===== config.mk =====
export PLATFORM = sky130hd
export DESIGN_NAME = reg8_carga_ctrl
export DESIGN_NICKNAME = d
export VERILOG_FILES = /design/src/rtl/reg8_pkg.sv /design/src/rtl/reg8_ffd.sv /design/src/rtl/reg8_carga_ctrl.sv
export SDC_FILE = /design/constraint.sdc
export NUM_CORES = 1
export LEC_CHECK = 0
export ABC_AREA = 1
export CAP_MARGIN = 30
export CORE_ASPECT_RATIO = 1.4
export CORE_MARGIN = 2
export CORE_UTILIZATION = 44
export DETAILED_ROUTE_END_ITERATION = 6
export PLACE_DENSITY_LB_ADDON = 0.1
export SETUP_SLACK_MARGIN = 0.2
export SYNTH_ARGS = -nofsm -noshare
export SYNTH_HDL_FRONTEND = slang
export SYNTH_HIERARCHICAL = 1
export SYNTH_SLANG_ARGS = --single-unit
export TNS_END_PERCENT = 50

===== constraint.sdc =====
create_clock -name Clk -period 2.3 [get_ports Clk]
set_clock_uncertainty 0.15 [all_clocks]
set_input_delay 0.23 -clock Clk [delete_from_list [all_inputs] [get_ports Clk]]
set_output_delay 0.23 -clock Clk [all_outputs]
set_load 0.05 [all_outputs]

===== src/rtl/reg8_pkg.sv =====
// Shared constants and types for the 8-bit register load controller.
package reg8_pkg;

  localparam int LARGURA = 8;

  typedef enum logic [1:0] {
    VAZIO = 2'b00,
    CARGA = 2'b01,
    CHEIO = 2'b10
  } estado_t;

  localparam logic OP_CARGA  = 1'b1;
  localparam logic OP_MANTEM = 1'b0;

endpackage


===== src/rtl/reg8_ffd.sv =====
// Eight D flip-flops with asynchronous active-low clear; captures S every edge.
module reg8_ffd
  import reg8_pkg::*;
(
  input  logic               clk,
  input  logic               rst_n,
  input  logic [LARGURA-1:0] s,
  output logic [LARGURA-1:0] sff
);

  logic [LARGURA-1:0] sff_q;

  // NOTE: sequential state uses non-blocking assignments so every flop samples pre-edge values.
  always_ff @(posedge clk or negedge rst_n) begin
    if (!rst_n) sff_q <= '0;
    else        sff_q <= s;
  end

  assign sff = sff_q;

endmodule


===== src/rtl/reg8_carga_ctrl.sv =====
// Load controller around ControleReg8Bits: FSM drives Op, registers A, counts loads.
// Optional parity tracking enabled by defining REG8_PARIDADE_EN.
module reg8_carga_ctrl
  import reg8_pkg::*;
#(
  parameter int CNT_W = 8
) (
  input  logic               Clk,
  input  logic               Rst_n,
  input  logic               Wr_valid,
  output logic               Wr_ready,
  input  logic [LARGURA-1:0] Wr_data,
  output logic [LARGURA-1:0] A,
  output logic               Op,
  input  logic [LARGURA-1:0] S,
  output logic [LARGURA-1:0] SFF,
  output logic               Rd_valid,
  input  logic               Rd_ready,
`ifdef REG8_PARIDADE_EN
  output logic               Par,
  input  logic               Wr_par,
  output logic               Err_par,
`endif
  output logic [CNT_W-1:0]   Cnt
);

  estado_t            state_q, state_d;
  logic [LARGURA-1:0] a_q, a_d;
  logic [CNT_W-1:0]   cnt_q, cnt_d;
  logic               wr_fire;

  reg8_ffd u_ffd (
    .clk   (Clk),
    .rst_n (Rst_n),
    .s     (S),
    .sff   (SFF)
  );

  always_ff @(posedge Clk or negedge Rst_n) begin
    if (!Rst_n) begin
      state_q <= VAZIO;
      a_q     <= '0;
      cnt_q   <= '0;
    end else begin
      state_q <= state_d;
      a_q     <= a_d;
      cnt_q   <= cnt_d;
    end
  end

  assign wr_fire = Wr_valid && Wr_ready;

  // NOTE: every signal gets a default before the case so no path infers a latch.
  always_comb begin
    state_d = state_q;
    a_d     = a_q;
    cnt_d   = cnt_q;
    unique case (state_q)
      VAZIO: begin
        if (Wr_valid) begin
          a_d     = Wr_data;
          state_d = CARGA;
        end
      end
      CARGA: begin
        if (cnt_q != {CNT_W{1'b1}}) cnt_d = cnt_q + 1'b1;
        state_d = CHEIO;
      end
      CHEIO: begin
        if (Rd_ready) begin
          if (Wr_valid) begin
            a_d     = Wr_data;
            state_d = CARGA;
          end else begin
            state_d = VAZIO;
          end
        end
      end
      default: state_d = VAZIO;
    endcase
  end

  always_comb begin
    Op       = OP_MANTEM;
    Wr_ready = 1'b0;
    Rd_valid = 1'b0;
    unique case (state_q)
      VAZIO:   Wr_ready = 1'b1;
      CARGA:   Op       = OP_CARGA;
      CHEIO: begin
        Rd_valid = 1'b1;
        Wr_ready = Rd_ready;
      end
      default: ;
    endcase
  end

  assign A   = a_q;
  assign Cnt = cnt_q;

`ifdef REG8_PARIDADE_EN
  logic par_q, par_d;
  logic err_par_q, err_par_d;

  always_ff @(posedge Clk or negedge Rst_n) begin
    if (!Rst_n) begin
      par_q     <= 1'b0;
      err_par_q <= 1'b0;
    end else begin
      par_q     <= par_d;
      err_par_q <= err_par_d;
    end
  end

  // Parity follows SFF: it only changes on the edge that loads a new word.
  always_comb begin
    par_d     = (state_q == CARGA) ? ^S : par_q;
    err_par_d = err_par_q | (wr_fire && (Wr_par != ^Wr_data));
  end

  assign Par     = par_q;
  assign Err_par = err_par_q;
`else
  logic unused_wr_fire;
  assign unused_wr_fire = wr_fire;
`endif

endmodule


---- Word level (Yosys, flattened, before mapping) ----
Cells that the tools add are included.
operators by class
  reductions and logical operators ........ 5
  equality and inequality tests ........... 5
  shifts and indexed selects .............. 0
  muxes and demuxes ....................... 10
  divide/modulo/power cells ............... 0
  add/sub/neg operators ................... 1
  multipliers ............................. 0
  bitwise operators ....................... 0
  $lt $le $gt $ge ......................... 0
operators by type and width
  operator                                                                number
  8-bit 2-to-1 mux                                                        2
  8-bit case mux with 2 select lines                                      1
  8-bit by 1-bit adder with 8-bit output (second input constant)          1
  8-bit != test (second input constant)                                   1
  2-bit case mux with 3 select lines                                      1
  2-bit AND reduction                                                     3
  2-bit 2-to-1 mux                                                        2
  2-bit != test (second input constant)                                   2
  1-bit 2-to-1 mux                                                        3
  2-bit by 1-bit equality test with 1-bit output (second input constant)  1
  2-bit equality test (second input constant)                             1
  2-bit logical NOT                                                       1
  1-bit case mux with 2 select lines                                      1
  2-bit nonzero test                                                      1
word-level totals
  input bits .............................. 20
  bits in registers ....................... 26
  logic and storage cells ................. 25
  bits in latches ......................... 0
  memories kept ........................... 0
  memory bits (writable) .................. 0
  ROM bits ................................ 0

---- Depth between registers and ports, before layout ----
  depth in word-level cells ............... 3
  mapped depth ............................ 8

---- Modules after synthesis ----
Netlist, hierarchy kept.
modules (own cells, without submodules)
  module           times used  sequential area each (µm²)  area each (µm²)  cells each
  reg8_carga_ctrl  1           450.4                       882.1            111
  reg8_ffd         1           200.2                       200.2            8

---- Worst setup path after synthesis ----
OpenSTA, ideal clock, no wires.
  path type ............................... register to register
  start ................................... register cnt_q[1] (netlist: Cnt[1])
  end ..................................... register cnt_q[4] (netlist: Cnt[4])
  stages on the path, launching flop included .. 9
  required time ........................... 2.032 ns
  arrival ................................. 1.444 ns
  slack ................................... 0.588 ns
  cells stage by stage .................... dfrtp_1 ha_1 inv_1 nor2_4 nand2_4 nand2_8 inv_4 nand2_1 nand2_1
on the way
  longest elaborated chain between the ends .. 2
  elaborated cells on any way between the ends .. 3
  those cells by class .................... add/sub (1); eq/ne (1); reduce/logical (1)
RTL lines
  item                                                                                            line                   RTL
  start: declaration                                                                              reg8_carga_ctrl.sv:29  logic [CNT_W-1:0] cnt_q, cnt_d;
  start signal: assignment                                                                        reg8_carga_ctrl.sv:47  cnt_q <= cnt_d;
  parallel branches: the longest is 2 deep, another holds 8-bit by 1-bit adder with 8-bit output  -
Parallel ways; which one is timed is not known.
A chain may end at the register's enable or synchronous reset.

---- Final worst setup path ----
  start ................................... register state_q[0]
  end ..................................... output Rd_valid
on the way
  longest elaborated chain between the ends .. 2
RTL lines
  item                      line                   RTL
  start: declaration        reg8_carga_ctrl.sv:27  estado_t state_q, state_d;
  start signal: assignment  reg8_carga_ctrl.sv:45  state_q <= state_d;
  2-bit equality test       reg8_carga_ctrl.sv:87  unique case (state_q)
  1-bit 2-to-1 mux          reg8_carga_ctrl.sv:87
  end: declaration          reg8_carga_ctrl.sv:17  output logic Rd_valid,
Every way passes these cells.

==> summary.md <==
| Metric | Value |
|---|---|
| CP startpoint kind | flop |
| Synth Instances | 119 |
| Global-route wire length before repair | 3790 um |
| Grt met3 use | 2.31% |
| DP Area | between 0.0015 and 0.002 mm^2 |
| First-iteration detailed-routing DRC count | 17 |
| # fillers | 206 |
| Slew Limit Fails | 0 |
| Clk slew on worst S/H paths | between 100 and 150 ps |
| Drt drc | 0 |
| Crit-path max cell delay | 810 ps |
| Worst min path class | in2async |
| Setup TNS | 0 ps |
| Slew HR | 65.7% |
| Worst path cell trace | nor2_1 > clkdlybuf4s50_1 |
| Routed len/inst | 11.3 um |
| Syn nets | 140 |
| Post-synth EDFFs | 0 |
| Minimum clock period | 2040 ps |
| Post-DP HPWL | 1720 um |
| Worst vdd ir | 0.607 mV |
| GRT met1 Usage | 17.4% |
| Die width | 45.9 um |
| Setup WS pre-CTS | 481 ps |
| Final setup violation count | 0 |
| Die area | 0.00288 mm^2 |
| Ys Warns | 6 |
| Layout cells sized above 1 | 10.0% |
| Post-synth ARST share | 100% |
| Routed WL | 2180 um |
| H-tree levels | 1 |
| Max stage delay cell, worst path | clkdlybuf4s50_1 |
| Seq/Total Area, Yosys | 60.1% |
| CP arrival | 1660 ps |
| Clk buf depth | 2 |
| Fmax | 0.490 GHz |
| Post-synthesis cell type count | 18 |
| Initial antenna violation count | 0 |
| Worst r2r src | Cnt[1]$_DFFE_PN0P_ |
| Port bufs | 46 |
| Fin. Hold Viols | 0 |
| Detail-routed via count per cell | 4.78 |
| Die Y | approximately 63 um |
| Post-synth design cell area | 0.00108 mm^2 |
| Largest net degree at the start of global routing | 27 |
| Max-cap violations | 0 |
| Status | finished, final reports clean |
| Leak pwr | 0.806 nW |
| Met2 Usage GRT | between 30% and 40% |
| Postcts setup bufs | 0 |
| Synth top cells by count | nand2_1, dfrtp_1, inv_1, nand3_1 |
| Slew @ Worst Pin | 512 ps |
| Hold_buf cts | 0 |
| CTS tree | yes |
| Top Usage Layer GRT | met2 |
| Vias after detailed routing | 922 |
| Num CTS Buffers | 3 |
| Fin worst setup slack | 261 ps |
| N_diodes | 0 |
| GRT Total Usage | 17.4% |
| Main synth FF type | dfrtp_1 |
| Pre-Repair DR Iteration Count | 4 |
| Setup CP Type | reg2out |
| Final net count | 192 |
| Grt total ovfl | 0 |
| Vias in the first global route | 961 |
| Most area-hungry cell type in the Yosys netlist | dfrtp_1 |
| PostCTS Resize Cnt | 1 |
| RSZ-0062 raised after global routing | true |
| Worst-path fanout max | 4 |
| Final Total Pwr | approximately 1.5 mW |
| Synth Register Bits | 26 |
| Syn Area/Cell | 9.09 um^2 |
| Power Dens Cells | 922 mW/mm^2 |
| Area Growth Syn to Fin | 49.1% |
| Clock insertion delay at the later pin of the skew report | about 310 ps |
| Core region area | 0.00236 mm^2 |
| Root buffer cell | clkbuf_4 |
| Placer's final routability congestion estimate | 0.849 |
| Final Cycle Share | 88.7% |
| Critical Path Sink Type | output pin |
| Most common cell in the netlist | nand2_1 |
| Io pins | 47 |
| Post-synth top area share | about three fifths |
| DRT antenna net count | 0 |
| Synth top area cells | dfrtp_1, nand2_1, inv_1, nand3_1, nor2_4 |
| Clock sink count | 26 |
| Critical Path RT | approximately 1900 ps |
| FP Rows | 21 |
| Setup crit start | state_q[0]$_DFFE_PN0P_ |
| Final core occ | 68.3% |
| Finished Cell Area | 0.00161 mm^2 |
| Initial Util | 45.8% |
## placed cells by master, fill, tap and decap left out, drive strengths merged
cell type,synthesis,layout
nand3,5,5
clkbuf,0,4
inv,13,13
dlymetal6s2s,0,1
clkdlybuf4s50,0,43
xor2,1,1
nor3,1,1
nor2,6,6
xnor2,2,2
o21ai,3,3
nand2,60,60
dfrtp,26,26
dlygate4sd2,0,1
ha,1,1
buf,0,2
a21oi,1,1
## routing by layer
metal  vias to the layer above  wire length [um]  share of wire [%]
met5                         -                 0                  0
met3                         2               103                4.7
met4                         0                21               0.96
li1                        459                 -                  -
met1                       437               807                 37
met2                        24              1250                 57
## stage by stage
step	hold WS, ps	cells
global placement	299	189
global route	126	193
floorplan	-216	119
detailed placement	323	189
finish	120	193
CTS	118	193
## path summary, 6_finish.rpt
check                                    endpoint  slack, ps  cells past startpoint
max                                      Rd_valid        260                      2
min in group Clk           u_ffd/sff[2]$_DFF_PN0_        190                      1
max in group asynchronous      Cnt[5]$_DFFE_PN0P_       1640                      2
max reg2reg                    Cnt[5]$_DFFE_PN0P_        800                      8
min reg2reg                state_q[1]$_DFFE_PN0P_        340                      1
min                            Cnt[2]$_DFFE_PN0P_        120                      2
## report_power, final
part / switching, mW / leakage [nW] / total, mW / internal, mW
clock network: 0.123 / 0.0210 / 0.220 / 0.0966
logic: 0.436 / 0.462 / 0.661 / 0.225
registers: 0.0739 / 0.324 / 0.607 / 0.533
## worst max-delay path: cells and delay by family, from the launching register on
kind	cells	cell delay (ps)
buf+inv	1	810
simple gates	1	110
flops	1	430
## kinds of logic (layout without fill, tap and decap cells)
family | after synthesis | after routing | synth area share (%)
and+or+nand+nor | 72 | 72 | 29.7
adders and majority gates | 1 | 1 | 1.16
xor gates and xnor gates | 3 | 3 | 2.43
DFF | 26 | 26 | 60.1
buffers and inverters | 13 | 64 | 4.74
AOI/OAI and AO/OA | 4 | 4 | 1.85
## sequential cells by signal, indices dropped and copies added (netlist names)
name,count
A,8
Cnt,8
u_ffd/sff,8
state_q,2
## area by class of cell
class,count,area (um^2),share of cell area (%)
repair buffers,47,467,28.9
well taps,23,28.8,1.78
clock buffers,4,36.3,2.25
multi-input cells,80,380,23.6
flip-flops and latches,26,651,40.3
inverters,13,51.3,3.18
(Power assumes the default switching activity.)
